<file path="config.mk">
export PLATFORM = sky130hd
export DESIGN_NAME = vp_instruction_sequencer
export DESIGN_NICKNAME = d
export VERILOG_FILES = /design/src/rtl/vp_pkg.sv /design/src/rtl/vp_prog_ram.sv /design/src/rtl/vp_instruction_sequencer.sv
export SDC_FILE = /design/constraint.sdc
export NUM_CORES = 1
export LEC_CHECK = 0
export BUFFER_PORTS_ARGS = -buffer_cell sky130_fd_sc_hd__buf_4
export CAP_MARGIN = 5
export CELL_PAD_IN_SITES_DETAIL_PLACEMENT = 1
export CELL_PAD_IN_SITES_GLOBAL_PLACEMENT = 2
export CORE_MARGIN = 4
export CORE_UTILIZATION = 39
export DETAILED_ROUTE_END_ITERATION = 10
export PLACE_DENSITY_LB_ADDON = 0.12
export SLEW_MARGIN = 20
export SYNTH_ARGS = -nofsm -noshare
export SYNTH_HDL_FRONTEND = slang
export SYNTH_SLANG_ARGS = --single-unit
</file>
<file path="constraint.sdc">
create_clock -name clk -period 4.1 [get_ports clk]
set_input_delay 0.41 -clock clk [delete_from_list [all_inputs] [get_ports clk]]
set_output_delay 0.41 -clock clk [all_outputs]
set_load 0.02 [all_outputs]
</file>
<file path="src/rtl/vp_pkg.sv">
// vp_pkg: shared types and constants for the vector processor front end.
package vp_pkg;
  localparam int INSTR_W = 13;
  typedef enum logic [1:0] {IDLE, RUN, DONE} seq_state_t;
  // Opcode field values; the sequencer never decodes these, only benches use them.
  localparam logic [1:0] OP_LOAD  = 2'd0;
  localparam logic [1:0] OP_STORE = 2'd1;
  localparam logic [1:0] OP_ADD   = 2'd2;
  localparam logic [1:0] OP_MUL   = 2'd3;
endpackage

</file>
<file path="src/rtl/vp_prog_ram.sv">
// vp_prog_ram: program buffer with synchronous gated write and asynchronous read.
module vp_prog_ram #(
  parameter int INSTR_W = 13,
  parameter int DEPTH   = 16,
  parameter int AW      = $clog2(DEPTH)
) (
  input  logic               clk,
  input  logic               we_i,
  input  logic               we_gate_i,
  input  logic [AW-1:0]      waddr_i,
  input  logic [INSTR_W-1:0] wdata_i,
  input  logic [AW-1:0]      raddr_i,
  output logic [INSTR_W-1:0] rdata_o
);
  logic [INSTR_W-1:0] mem_q [DEPTH];
  always_ff @(posedge clk)
    if (we_i && we_gate_i) mem_q[waddr_i] <= wdata_i;
  assign rdata_o = mem_q[raddr_i];
endmodule

</file>
<file path="src/rtl/vp_instruction_sequencer.sv">
// vp_instruction_sequencer: issues a loaded program of opaque instructions in order
// over a valid/ready handshake, then reports done.
module vp_instruction_sequencer
  import vp_pkg::*;
#(
  parameter int DEPTH = 16,
  parameter int AW    = $clog2(DEPTH)
) (
  input  logic               clk,
  input  logic               reset,
  input  logic               prog_we,
  input  logic [AW-1:0]      prog_addr,
  input  logic [INSTR_W-1:0] prog_wdata,
  input  logic [AW:0]        prog_len,
  input  logic               start,
  output logic [INSTR_W-1:0] instr_out,
  output logic               instr_valid,
  input  logic               instr_ready,
  output logic [AW-1:0]      pc,
  output logic               busy,
  output logic               done,
  output logic               prog_err
);
  seq_state_t         state_q, state_d;
  logic [INSTR_W-1:0] instr_q, instr_d, rdata;
  logic [AW-1:0]      pc_q, pc_d, raddr;
  logic [AW:0]        rem_q, rem_d, len_sat;
  logic               err_q, err_d;
  logic               in_run, fire, launch, load, step;
  assign in_run  = state_q == RUN;
  assign fire    = in_run && instr_ready;
  assign launch  = start && !in_run;
  assign load    = launch && prog_len != '0;
  assign step    = fire && rem_q > (AW+1)'(1);
  assign len_sat = prog_len > (AW+1)'(DEPTH) ? (AW+1)'(DEPTH) : prog_len;
  // Outside RUN the only read needed is entry 0 for a launch.
  assign raddr   = in_run ? pc_q + AW'(1) : '0;
  vp_prog_ram #(.INSTR_W(INSTR_W), .DEPTH(DEPTH), .AW(AW)) u_ram (
    .clk       (clk),
    .we_i      (prog_we),
    .we_gate_i (!in_run),
    .waddr_i   (prog_addr),
    .wdata_i   (prog_wdata),
    .raddr_i   (raddr),
    .rdata_o   (rdata)
  );
  always_ff @(posedge clk or negedge reset)
    if (!reset) state_q <= IDLE;
    else state_q <= state_d;
  always_comb begin
    state_d = in_run ? ((fire && !step) ? DONE : RUN)
                     : (start ? (prog_len == '0 ? DONE : RUN) : state_q);
  end
  always_comb begin
    instr_d = (load || step) ? rdata : instr_q;
    pc_d    = load ? '0 : (step ? pc_q + AW'(1) : pc_q);
    rem_d   = load ? len_sat : (step ? rem_q - (AW+1)'(1) : (fire ? '0 : rem_q));
    err_d   = (prog_we && in_run) ? 1'b1 : (launch ? 1'b0 : err_q);
  end
  always_ff @(posedge clk or negedge reset)
    if (!reset) begin
      instr_q <= '0;
      pc_q    <= '0;
      rem_q   <= '0;
      err_q   <= 1'b0;
    end else begin
      instr_q <= instr_d;
      pc_q    <= pc_d;
      rem_q   <= rem_d;
      err_q   <= err_d;
    end
  assign instr_out   = instr_q;
  assign instr_valid = in_run;
  assign pc          = pc_q;
  assign busy        = in_run;
  assign done        = state_q == DONE;
  assign prog_err    = err_q;
endmodule

</file>
==> results <==
- The flow ran to the end, and the final reports show no timing, DRC or antenna violations.
- The max-slew violation count is 0.
- The cell leakage power is about 3.8 nW.
- For this run, the share of the core covered by cells in the final layout is 0.469.
- Setup violations remaining at the end of the flow were counted as 0.
- After detailed routing, the average wire length per cell comes to ~25 um.
- Compared with the post-synthesis result, the final layout area differs by 17.8%.
- The synthesis-stage register bit count is around 230.
- The power density over cell area is ~750 nW/um^2.
- The clock group share of total power is 0.275.
- The clock reaches the later pin of the worst-skew pair after about 540 ps.
- Summed over all layers, the global routing overflow is 0.
- The clock tree buffer depth is 3.
- The I/O pin count is 48.
- The die is around 160 um wide.
- The critical register-to-register path startpoint is pc[0].
- The final period demand of the worst path is roughly 2600 ps.
- The design draws 8.29 mW.
- The first routing iteration left about 450 violations.
- The number of warnings issued by yosys is 0.
- The all-layer global routing usage is 0.203.
- The biggest area contributor in the post-synthesis netlist is sky130_fd_sc_hd__edfxtp_1.
- In this run the tightest slew margin relative to its limit is 0.452.
- The setup path with the least slack is of type reg -> reg.
- Timing would allow up to ~380 MHz.
- For this configuration, the core starts out at a cell density of 0.398.
- The required time at the worst-slack endpoint is between 4000 and 5000 ps.
- In this run the worst hold path is classified as in -> reg.
- The worst register-to-register path has a setup slack of between 1000 and 1500 ps.
- TritonCTS built the clock tree.
- The worst setup margin is between 1000 and 1500 ps.
- Cell internal power was estimated by the tool at 5.13 mW.
- Summed over all failing endpoints, the final setup total negative slack is 0 ps.
- The buffers plus inverters on the worst setup path is 2.
- The total number of clock tree sinks is about 230.
- The gate count of the mapped netlist is between 600 and 700.
- The number of synthesized flops with an enable pin is roughly 210.
- The transition time at the pin with the least slew margin is approximately 800 ps.
- The share of total power dissipated in combinational logic is 0.374.
- The number of violations of the max-capacitance limit is 0.
- The worst setup path is launched from a flop.
- The total detailed-routing wirelength is 26.8 mm.
- The filler-free cell count of the finished design is about 1100.
- The number of routed nets with antenna violations is 0.
- The cell area after synthesis is 9400 sq um.
- The critical path data arrival time is 3010 ps.
- The area of the placeable core is around 24000 sq um.
- In this run the tool buffered the top-level ports with 47 buffer cells.
- The reg-to-reg critical path endpoint is instr_out[11].
- The HPWL after detailed placement is ~17 mm.
- The per-instance average area after synthesis is around 15 sq um.
- The routability congestion estimate is a little under 0.8.
- The count of H-tree levels built during CTS is 1.
- The tree is rooted in a sky130_fd_sc_hd__clkbuf_16.
- The via count of the first global-routing pass is 6213.
- The count of nets after finishing is roughly 740.
- The via density per instance is roughly 5.6.
- Of all nets on the critical path, the largest fanout is 52.
- Summing all placed instances gives a cell area of about 10000 sq um.
- The floorplan step defined a die boundary enclosing about 27000 sq um.
- The number of placed instances with taps included is between 1000 and 1500.
- Yosys attributes the largest share of cell area to sky130_fd_sc_hd__edfxtp_1 (66%), sky130_fd_sc_hd__dfrtp_1 (6.7%), sky130_fd_sc_hd__nand2_1 (3.1%), sky130_fd_sc_hd__mux2i_1 (2.2%), sky130_fd_sc_hd__a22oi_1 (2.0%).
- The highest cell delay on the worst timing path is roughly 600 ps.
- In this run the core area contains 56 standard-cell rows.
- The worst hold path cell count is 3.
- The global-route wire length before repair is 40.3 mm.
- Between clock sinks in the finished design, the worst skew comes to roughly 22 ps.
- The path with the worst hold slack has its endpoint at rem_q[0].
- Before antenna repair, the detailed router went through 5 iterations.
- The number of antenna violations at the first check in global routing is 0.
- Of the total power, the share spent switching nets is 0.381.
- The number of design rule violations left after detail routing is 0.
- The clock buffer count from CTS is 27.
- Before CTS, the worst setup slack after placement is about 1300 ps.
- The maximum number of pins on one net before global-route repair is 53.
- The most common flop cell mapped by yosys is sky130_fd_sc_hd__edfxtp_1.
- 0 antenna diodes ended up in the layout.
- The final critical-path share of the clock period is 0.636.
- Setup repair after global routing left no endpoint under its margin.
- The height of the die is ~160 um.
- Final hold analysis gives a worst-case slack of ~140 ps.
- The share of layout cells above drive strength 1 is 0.198.
- The number of nets produced by synthesis is 676.
- The sort of element at the end of the critical path is a flop.
- Clock-pin slew was measured on the worst setup and hold paths at roughly 60 ps.
- The worst supply voltage drop on vdd is 0.573 mV.
- The post-cts resize count is 0.
- The kind of cell with the highest combined delay along the critical path is buffers and inverters.
- Of all flip-flops after synthesis, the portion carrying an async set or reset was 0.107.
- The start point of the worst min-delay path is prog_len[0].
- The routed layout has 5869 vias.
- The relative contribution of sequential cells to total power is 0.351.
- The number of different library cells used by synthesis comes to 50.
- The final hold violation count is 0.
- For this run, the register share of the synthesized area comes to 0.731.
- The slowest cell on the critical path is sky130_fd_sc_hd__buf_4.
- The path depth of the worst reg2reg path is 6.
- The final cell area excluding filler cells is roughly 11000 sq um.
- The fraction of post-synthesis cell area in the top cell type by area is 0.664.
- Walking the worst path, the cells encountered are buf_4, inv_2, o2bb2ai_1, a22oi_1, a32oi_1, nand2_1.
- The net switching power figure is 3.16 mW.
-- sequential cells by signal, indices dropped and copies added (netlist names) --
| name | flops |
|---|---|
| state_q | 2 |
| u_ram.mem_q | 208 |
| prog_err | 1 |
| pc | 4 |
| rem_q | 5 |
| instr_out | 13 |
-- power groups by stage --
stage | clock, mW | combinational [mW] | sequential, mW
after detailed placement | 0 | 3.15 | 2.96
after floorplan | 0 | 1.92 | 2.98
final | 2.28 | 3.10 | 2.91
after global routing | 2.44 | 3.39 | 2.92
after global placement | 0 | 3.09 | 2.95
after CTS | 2.33 | 3.16 | 2.91
-- synthesized netlist by cell type (10+ instances only) --
cell                        number
sky130_fd_sc_hd__o2bb2ai_1      10
sky130_fd_sc_hd__edfxtp_1      208
sky130_fd_sc_hd__a32oi_1        11
sky130_fd_sc_hd__nand4_1        11
sky130_fd_sc_hd__mux2_2         14
sky130_fd_sc_hd__o21ai_0        20
sky130_fd_sc_hd__a22oi_1        25
sky130_fd_sc_hd__nor3_1         10
sky130_fd_sc_hd__nor2_1         47
sky130_fd_sc_hd__buf_2          12
sky130_fd_sc_hd__mux2i_1        21
sky130_fd_sc_hd__dfrtp_1        25
sky130_fd_sc_hd__clkbuf_1       21
sky130_fd_sc_hd__a21oi_1        33
sky130_fd_sc_hd__nand2_1        78
sky130_fd_sc_hd__o221ai_1       20
-- final cells by class --
type	count	area, sq um
clock buffer	34	702
clock inverter	16	134
fill	2377	12500
inverter	8	30.0
multi-input combinational	365	2360
sequential	233	6870
tap	319	399
timing repair buffer	77	581
-- routing by layer --
metal	GRT usage	vias to the layer above	wire, um
li1	-	2635	-
met1	0.280	3052	11900
met2	0.345	146	13100
met3	0.0283	36	1170
met4	0.0473	0	611
met5	0	-	0
-- worst max path at each step --
| stage | startpoint | to | slack [ps] | cells after the start |
|---|---|---|---|---|
| floorplan | state_q[1] | u_ram.mem_q[3][0] | 1500 | 5 |
| global placement | pc[1] | instr_out[4] | 1310 | 6 |
| detailed placement | pc[1] | instr_out[4] | 1310 | 6 |
| CTS | pc[1] | instr_out[11] | 1310 | 6 |
| global route | pc[0] | instr_out[11] | 1270 | 6 |
| finish | pc[0] | instr_out[11] | 1490 | 6 |
-- repair_timing --
item,CTS,global route
setup buffers,0,0
hold buffers,1,0
endpoints found under the hold margin,25,0
-- layout by cell type (no fill, tap or decap), types with 7 or more instances in the layout --
cell type / instances
sky130_fd_sc_hd__a21oi_1: 33
sky130_fd_sc_hd__a22oi_1: 25
sky130_fd_sc_hd__a32oi_1: 11
sky130_fd_sc_hd__buf_4: 76
sky130_fd_sc_hd__clkbuf_1: 7
sky130_fd_sc_hd__clkbuf_16: 27
sky130_fd_sc_hd__dfrtp_1: 24
sky130_fd_sc_hd__edfxtp_1: 208
sky130_fd_sc_hd__mux2_2: 14
sky130_fd_sc_hd__mux2i_1: 21
sky130_fd_sc_hd__nand2_1: 78
sky130_fd_sc_hd__nand4_1: 11
sky130_fd_sc_hd__nor2_1: 46
sky130_fd_sc_hd__o211ai_1: 8
sky130_fd_sc_hd__o21ai_0: 20
sky130_fd_sc_hd__o221ai_1: 20
sky130_fd_sc_hd__o2bb2ai_1: 10
-- cells by family after synthesis --
group / synth area share
AO/OA/AOI/OAI: 0.113
XOR/XNOR: 0.00546
adder cells (fa/ha/maj): 0.00399
buffers and inverters: 0.0232
flip-flops: 0.731
multiplexers: 0.0463
AND/OR/NAND/NOR: 0.0778
-- worst reg2reg max path: cells and delay by family (launching register included) --
family                 cells  cell delay, ps
buffers and inverters      2            1200
AOI/OAI and AO/OA          3             830
DFF                        1             360
and+or+nand+nor            1             100
No activity file was read; power rests on OpenSTA's default activity.
